--- config.mk ---
export PLATFORM = sky130hd
export DESIGN_NAME = rvc_asap_5pl_cr_arb_flat
export DESIGN_NICKNAME = d
export VERILOG_FILES = /design/src/rtl/rvc_asap_5pl_cr_arb_if.sv /design/src/rtl/rvc_asap_5pl_cr_arb.sv /design/src/flat_wrapper.sv
export SDC_FILE = /design/constraint.sdc
export NUM_CORES = 1
export LEC_CHECK = 0
export CAP_MARGIN = 5
export CORE_AREA = 2 2 115 117
export CTS_BUF_LIST = sky130_fd_sc_hd__clkbuf_4 sky130_fd_sc_hd__clkbuf_8 sky130_fd_sc_hd__clkbuf_16
export CTS_CLUSTER_DIAMETER = 120
export DETAILED_ROUTE_END_ITERATION = 8
export DIE_AREA = 0 0 117 119
export PLACE_DENSITY = 0.82
export SLEW_MARGIN = 10
export SYNTH_ARGS = -nofsm -noshare
export SYNTH_HDL_FRONTEND = slang
export SYNTH_SLANG_ARGS = --single-unit
export TNS_END_PERCENT = 50
--- constraint.sdc ---
create_clock -name clk -period 3.5 [get_ports clk]
set_input_delay 0.875 -clock clk [delete_from_list [all_inputs] [get_ports clk]]
set_output_delay 0.875 -clock clk [all_outputs]
set_load 0.01 [all_outputs]
--- src/rtl/rvc_asap_5pl_cr_arb_if.sv ---
// Bundle of the core, debug-bridge and CR_MEM signals seen by the CR port arbiter.
// slave  : the arbiter view.
// master : the surrounding core, debug bridge and CR_MEM view.
interface rvc_asap_5pl_cr_arb_if;
    // core memory-stage side
    logic        core_rden;
    logic        core_wren;
    logic [31:0] core_address;
    logic [31:0] core_data;
    logic [31:0] core_q;
    logic        core_stall;
    // debug / host bridge side
    logic        dbg_req_valid;
    logic        dbg_req_ready;
    logic        dbg_wr;
    logic [31:0] dbg_address;
    logic [31:0] dbg_data;
    logic        dbg_rsp_valid;
    logic [31:0] dbg_rdata;
    // CR_MEM side
    logic        mem_rden;
    logic        mem_wren;
    logic [31:0] mem_address;
    logic [31:0] mem_data;
    logic [31:0] mem_q;

    modport slave (
        input  core_rden, core_wren, core_address, core_data,
        output core_q, core_stall,
        input  dbg_req_valid, dbg_wr, dbg_address, dbg_data,
        output dbg_req_ready, dbg_rsp_valid, dbg_rdata,
        output mem_rden, mem_wren, mem_address, mem_data,
        input  mem_q
    );

    modport master (
        output core_rden, core_wren, core_address, core_data,
        input  core_q, core_stall,
        output dbg_req_valid, dbg_wr, dbg_address, dbg_data,
        input  dbg_req_ready, dbg_rsp_valid, dbg_rdata,
        input  mem_rden, mem_wren, mem_address, mem_data,
        output mem_q
    );
endinterface

--- src/rtl/rvc_asap_5pl_cr_arb.sv ---
// CR_MEM port arbiter between the core memory stage and a debug/host bridge.
// The core owns the port by default; a pending debug request takes the first
// core-idle cycle, or forces a single-cycle core stall once it has waited
// MAX_WAIT core-busy cycles. CR_MEM read data is steered back to whoever
// issued the read one cycle earlier.
//
// state | meaning
// ------+------------------------------------------------------------------
// IDLE  | ready for a debug request; accepted request is captured, not issued
// WAIT  | captured request waiting for the port; wait_cnt counts busy cycles
// RESP  | one-cycle response pulse; read data comes straight from mem_q
module rvc_asap_5pl_cr_arb #(
    parameter int unsigned MAX_WAIT = 8,
    parameter int unsigned CNT_W    = 8
) (
    input  logic                  clk,
    input  logic                  rst,
    rvc_asap_5pl_cr_arb_if.slave  bus
);

    typedef enum logic [1:0] {
        ST_IDLE = 2'd0,
        ST_WAIT = 2'd1,
        ST_RESP = 2'd2
    } state_t;

    typedef enum logic [1:0] {
        OWN_NONE = 2'd0,
        OWN_CORE = 2'd1,
        OWN_DBG  = 2'd2
    } owner_t;

    localparam logic [CNT_W-1:0] MAX_CNT = CNT_W'(MAX_WAIT);

    state_t            state, state_nxt;
    owner_t            rd_owner, rd_owner_nxt;
    logic [CNT_W-1:0]  wait_cnt, wait_cnt_nxt;
    logic              cap_wr, cap_wr_nxt;
    logic [31:0]       cap_address, cap_address_nxt;
    logic [31:0]       cap_data, cap_data_nxt;

    logic              core_req;
    logic              dbg_grant;
    logic              req_ready;
    logic              rsp_valid;
    logic              stall;

    assign core_req = bus.core_rden | bus.core_wren;

    // Registered arbiter state: FSM, wait counter, read owner and captured request.
    always_ff @(posedge clk or posedge rst) begin
        if (rst) begin
            state       <= ST_IDLE;
            rd_owner    <= OWN_NONE;
            wait_cnt    <= '0;
            cap_wr      <= 1'b0;
            cap_address <= '0;
            cap_data    <= '0;
        end else begin
            state       <= state_nxt;
            rd_owner    <= rd_owner_nxt;
            wait_cnt    <= wait_cnt_nxt;
            cap_wr      <= cap_wr_nxt;
            cap_address <= cap_address_nxt;
            cap_data    <= cap_data_nxt;
        end
    end

    // Next-state, grant decision, wait counting and read-owner tracking.
    always_comb begin
        state_nxt       = state;
        wait_cnt_nxt    = wait_cnt;
        cap_wr_nxt      = cap_wr;
        cap_address_nxt = cap_address;
        cap_data_nxt    = cap_data;
        dbg_grant       = 1'b0;
        req_ready       = 1'b0;
        rsp_valid       = 1'b0;
        stall           = 1'b0;

        case (state)
            ST_IDLE: begin
                req_ready = 1'b1;
                if (bus.dbg_req_valid) begin
                    cap_wr_nxt      = bus.dbg_wr;
                    cap_address_nxt = bus.dbg_address;
                    cap_data_nxt    = bus.dbg_data;
                    wait_cnt_nxt    = '0;
                    state_nxt       = ST_WAIT;
                end
            end
            ST_WAIT: begin
                if (!core_req || (wait_cnt == MAX_CNT)) begin
                    dbg_grant = 1'b1;
                    stall     = core_req;
                    state_nxt = ST_RESP;
                end else begin
                    // Grant is forced at MAX_CNT, so this never passes it.
                    wait_cnt_nxt = wait_cnt + CNT_W'(1);
                end
            end
            ST_RESP: begin
                rsp_valid = 1'b1;
                state_nxt = ST_IDLE;
            end
            default: begin
                state_nxt = ST_IDLE;
            end
        endcase

        // A stalled core access is not issued, so only the debug read can own the data.
        if (dbg_grant) begin
            rd_owner_nxt = cap_wr ? OWN_NONE : OWN_DBG;
        end else begin
            rd_owner_nxt = bus.core_rden ? OWN_CORE : OWN_NONE;
        end
    end

    assign bus.mem_rden    = dbg_grant ? ~cap_wr     : bus.core_rden;
    assign bus.mem_wren    = dbg_grant ?  cap_wr     : bus.core_wren;
    assign bus.mem_address = dbg_grant ?  cap_address : bus.core_address;
    assign bus.mem_data    = dbg_grant ?  cap_data    : bus.core_data;

    assign bus.core_stall    = stall;
    assign bus.core_q        = (rd_owner == OWN_CORE) ? bus.mem_q : 32'h0;
    assign bus.dbg_req_ready = req_ready;
    assign bus.dbg_rsp_valid = rsp_valid;
    assign bus.dbg_rdata     = (rsp_valid && !cap_wr) ? bus.mem_q : 32'h0;

endmodule

--- src/flat_wrapper.sv ---
// flat-port wrapper written by rule: the top's interface ports become plain ports
module rvc_asap_5pl_cr_arb_flat 
#(
    parameter int unsigned MAX_WAIT = 8,
    parameter int unsigned CNT_W    = 8
)
  (clk, rst, bus_core_rden, bus_core_wren, bus_core_address, bus_core_data, bus_core_q, bus_core_stall, bus_dbg_req_valid, bus_dbg_wr, bus_dbg_address, bus_dbg_data, bus_dbg_req_ready, bus_dbg_rsp_valid, bus_dbg_rdata, bus_mem_rden, bus_mem_wren, bus_mem_address, bus_mem_data, bus_mem_q);
  rvc_asap_5pl_cr_arb_if bus_i ();
  input  logic clk;
  input  logic rst;
  input wire logic [$bits(bus_i.core_rden)-1:0] bus_core_rden;
  input wire logic [$bits(bus_i.core_wren)-1:0] bus_core_wren;
  input wire logic [$bits(bus_i.core_address)-1:0] bus_core_address;
  input wire logic [$bits(bus_i.core_data)-1:0] bus_core_data;
  output wire logic [$bits(bus_i.core_q)-1:0] bus_core_q;
  output wire logic [$bits(bus_i.core_stall)-1:0] bus_core_stall;
  input wire logic [$bits(bus_i.dbg_req_valid)-1:0] bus_dbg_req_valid;
  input wire logic [$bits(bus_i.dbg_wr)-1:0] bus_dbg_wr;
  input wire logic [$bits(bus_i.dbg_address)-1:0] bus_dbg_address;
  input wire logic [$bits(bus_i.dbg_data)-1:0] bus_dbg_data;
  output wire logic [$bits(bus_i.dbg_req_ready)-1:0] bus_dbg_req_ready;
  output wire logic [$bits(bus_i.dbg_rsp_valid)-1:0] bus_dbg_rsp_valid;
  output wire logic [$bits(bus_i.dbg_rdata)-1:0] bus_dbg_rdata;
  output wire logic [$bits(bus_i.mem_rden)-1:0] bus_mem_rden;
  output wire logic [$bits(bus_i.mem_wren)-1:0] bus_mem_wren;
  output wire logic [$bits(bus_i.mem_address)-1:0] bus_mem_address;
  output wire logic [$bits(bus_i.mem_data)-1:0] bus_mem_data;
  input wire logic [$bits(bus_i.mem_q)-1:0] bus_mem_q;
  assign bus_i.core_rden = bus_core_rden;
  assign bus_i.core_wren = bus_core_wren;
  assign bus_i.core_address = bus_core_address;
  assign bus_i.core_data = bus_core_data;
  assign bus_core_q = bus_i.core_q;
  assign bus_core_stall = bus_i.core_stall;
  assign bus_i.dbg_req_valid = bus_dbg_req_valid;
  assign bus_i.dbg_wr = bus_dbg_wr;
  assign bus_i.dbg_address = bus_dbg_address;
  assign bus_i.dbg_data = bus_dbg_data;
  assign bus_dbg_req_ready = bus_i.dbg_req_ready;
  assign bus_dbg_rsp_valid = bus_i.dbg_rsp_valid;
  assign bus_dbg_rdata = bus_i.dbg_rdata;
  assign bus_mem_rden = bus_i.mem_rden;
  assign bus_mem_wren = bus_i.mem_wren;
  assign bus_mem_address = bus_i.mem_address;
  assign bus_mem_data = bus_i.mem_data;
  assign bus_i.mem_q = bus_mem_q;
  rvc_asap_5pl_cr_arb #(.MAX_WAIT(MAX_WAIT), .CNT_W(CNT_W)) u_core (.clk(clk), .rst(rst), .bus(bus_i));
endmodule
==> flow_metrics.env <==
export IMPL_rsz0062_at_grt="true"
export IMPL_yosysSeqAreaShare_pct=43.3
export IMPL_grt_ovfl_total=0
export IMPL_io_pin_count=299
export IMPL_synthesis_area_mm2=0.00445
export IMPL_fp_dieW_um=117
export IMPL_clk_path_buf_depth=2
export IMPL_grt_pass1_vias=4436
export IMPL_synth_top_area_share_pct=43.3
export IMPL_drtPass1Iterations=4
export IMPL_end_kind="primary output"
export IMPL_stdcell_count=990
export IMPL_p_int_mw=3.13
export IMPL_rows=42
export IMPL_multiInputGateArea_mm2=0.00239
export IMPL_r2r_start="u_core.wait_cnt[1]"
export IMPL_layout_min_cycle_time_ns=3.67
export IMPL_die_h_um=119
export IMPL_globalplace_congestion=0.774
export IMPL_dpl_hpwl_um=11200
export IMPL_ctsHtreeMaxLevel=3
export IMPL_hp_class="reg2reg"
export IMPL_vias_per_cell=4.52
export IMPL_synthesis_nets=655
export IMPL_pwr_share_seq_pct=33.3
export IMPL_relSlewSlack_pct=52.4
export IMPL_grt_start_max_net_pins=41
export IMPL_grt_pass1_wl_um=22100
export IMPL_power_switching_mw=1.50
export IMPL_insertion_delay_ns=0.33
export IMPL_finalClockSkew_ns=0.00358
export IMPL_powerDensity_mw_per_mm2=561
export IMPL_synth_seq_cells=77
export IMPL_synthToLayoutAreaGrowth_pct=85.1
export IMPL_rr_worst_depth=9
export IMPL_max_freq_ghz=0.272
export IMPL_vias=4471
export IMPL_crit_required_ns=2.62
export IMPL_clk_pin_slew_worst_paths_ns=0.06
export IMPL_initial_core_util_pct=34.6
export IMPL_r2r_end="u_core.state[1]"
export IMPL_worstPathMaxFanout=6
export IMPL_finalHoldViolations=0
export IMPL_clkPwrFrac_pct=24.4
export IMPL_syn_inst=487
export IMPL_ant_nets=0
export IMPL_routed_wl_um=15000
export IMPL_synth_common_cells="nand2_1, dfrtp_1, and2_1"
export IMPL_pwr_share_comb_pct=42.4
export IMPL_syn_mean_instance_area_um2=9.14
export IMPL_worstMarginPinSlew_ns=0.713
export IMPL_wire_per_inst_um=15.2
export IMPL_numCtsBuffers=9
export IMPL_grt_total_usage_pct=20.3
export IMPL_drc=0
export IMPL_ys_warn_count=0
export IMPL_nFillCells=1048
export IMPL_cts_hold_buffers=0
export IMPL_drt_first_iter_violations=148
export IMPL_min_from="u_core.cap_data[12]"
export IMPL_synth_cell_types=29
export IMPL_synth_ff_type="dfrtp_1"
export IMPL_regArea_mm2=0.00193
export IMPL_synth_area_leaders="dfrtp_1, nand2_1, mux2_4, and2_1, mux2_2"
export IMPL_arrival_ns=2.80
export IMPL_antenna_found_initial=2
export IMPL_core_mm2=0.0129
export IMPL_yosys_area_top_type="dfrtp_1"
export IMPL_status="finished with violations"
export IMPL_min_path_cells=2
export IMPL_clock_sinks=77
export IMPL_setup_viol=61
export IMPL_hold_end="u_core.cap_data[12]"
export IMPL_switching_share_pct=32.4
export IMPL_reg2reg_slack_ns=1.34
export IMPL_fin_ws_ns=-0.172
export IMPL_ys_async_sr_fraction_pct=100
export IMPL_critPathKind="reg2out"
export IMPL_fin_crit_sh_pct=105
export IMPL_power_leakage_nw=4.01
export IMPL_cts_tree="yes"
export IMPL_crit_path_start_kind="register"
export IMPL_io_buffers=298
export IMPL_fin_nets=975
export IMPL_ir_drop_mv=0.290
export IMPL_dieArea_mm2=0.0139
export IMPL_total_power_mw=4.63
export IMPL_synth_edf_count=0
export IMPL_drv_slew=0
export IMPL_maxCapViolations=0
export IMPL_cts_root_buf="clkbuf_16"
export IMPL_synth_most_common_cell="nand2_1"
export IMPL_place_inst=952
export IMPL_violations="negative setup slack"
export IMPL_drive_above_1_share_pct=24.4
-- power by group through the flow --
| stage | registers, mW | logic (mW) | clock network, mW |
|---|---|---|---|
| floorplan | 1.45 | 1.06 | 0 |
| global placement | 1.55 | 1.82 | 0 |
| detailed placement | 1.54 | 1.87 | 0 |
| CTS | 1.53 | 1.77 | 1.15 |
| global route | 1.58 | 2.16 | 1.19 |
| finish | 1.54 | 1.96 | 1.13 |
-- registers in the layout (all words and copies together) (netlist names) --
name                count
u_core.cap_data        32
u_core.wait_cnt         8
u_core.rd_owner         2
u_core.cap_wr           1
u_core.cap_address     32
u_core.state            2
-- cells by family after synthesis --
logic type | Yosys count | share of synthesized area [%]
AOI/OAI and AO/OA | 7 | 1.26
muxes | 70 | 20.8
buffers and inverters | 33 | 3.68
adders and majority gates | 2 | 0.562
DFF | 77 | 43.3
and+or+nand+nor | 298 | 30.4
-- worst max path at each step --
stage,startpoint,to,slack [ns],depth (start not counted)
finish,u_core.wait_cnt[1],bus_mem_data[8],-0.17,10
global route,u_core.wait_cnt[0],bus_mem_data[8],-0.26,10
CTS,u_core.wait_cnt[0],bus_mem_address[25],-0.31,8
detailed placement,bus_core_wren,bus_mem_data[6],-0.16,6
global placement,bus_core_rden,bus_mem_data[31],-0.15,6
floorplan,u_core.wait_cnt[0],bus_mem_rden,0.54,6
-- per-layer routing --
layer | part of all wire [%] | vias to the layer above | GRT usage [%] | routed length (um)
met4 | 2.3 | 0 | 6.69 | 345
met5 | 0 | - | 0 | 0
li1 | - | 2190 | - | -
met2 | 53 | 191 | 37.5 | 7990
met1 | 37 | 2067 | 22.6 | 5620
met3 | 7.2 | 23 | 4.43 | 1080
-- placed cells by master (no fill, tap or decap), types with 5 or more instances in the layout --
cell / n
nand2_1: 208
clkbuf_16: 11
buf_2: 23
buf_4: 19
mux2_4: 40
dfrtp_1: 77
buf_12: 6
clkdlybuf4s50_1: 231
and2_1: 64
mux2_2: 25
buf_6: 44
mux2i_1: 5
clkbuf_2: 9
-- through the flow --
step / hold slack [ns] / setup TNS, ns / setup WS (ns) / instance area, um^2 / util [%]
2_1_floorplan: 0.442 / 0 / 0.542 / 4450 / -
3_3_place_gp: 0.455 / -6.41 / -0.149 / 7700 / 59.8
3_5_place_dp: 0.463 / -6.75 / -0.162 / 7700 / 59.8
4_1_cts: 0.480 / -4.57 / -0.311 / 7840 / 60.9
5_1_grt: 0.505 / -10.93 / -0.256 / 8240 / 64.0
6_report: 0.475 / -5.50 / -0.172 / 8240 / 64.0
-- worst max-delay path: stages (launching register included) --
cell and delay [ns]:
dfrtp_1 0.38, inv_2 0.08, ha_4 0.13, or4b_4 0.47
nor4b_4 0.39, o21ai_4 0.17, clkbuf_16 0.21, buf_6 0.11
buf_6 0.10, mux2_4 0.29, buf_6 0.12
-- cell type report --
type                       count  area share (%)
timing repair buffer         337            40.2
multi-input combinational    377            29.0
sequential                    77            23.4
clock buffer                   9            2.73
tap                          176            2.67
clock inverter                 7            1.67
inverter                       5           0.243
antenna                        2          0.0607
-- timing repair --
| item | 4_1_cts | 5_1_grt |
|---|---|---|
| setup buffers | 0 | 17 |
| endpoints found under the setup margin | 67 | 67 |
| pin swaps | 0 | 3 |
| cloned | 0 | 3 |
| resized for setup | 201 | 95 |
Note: power is estimated with default switching activity, not from simulation.
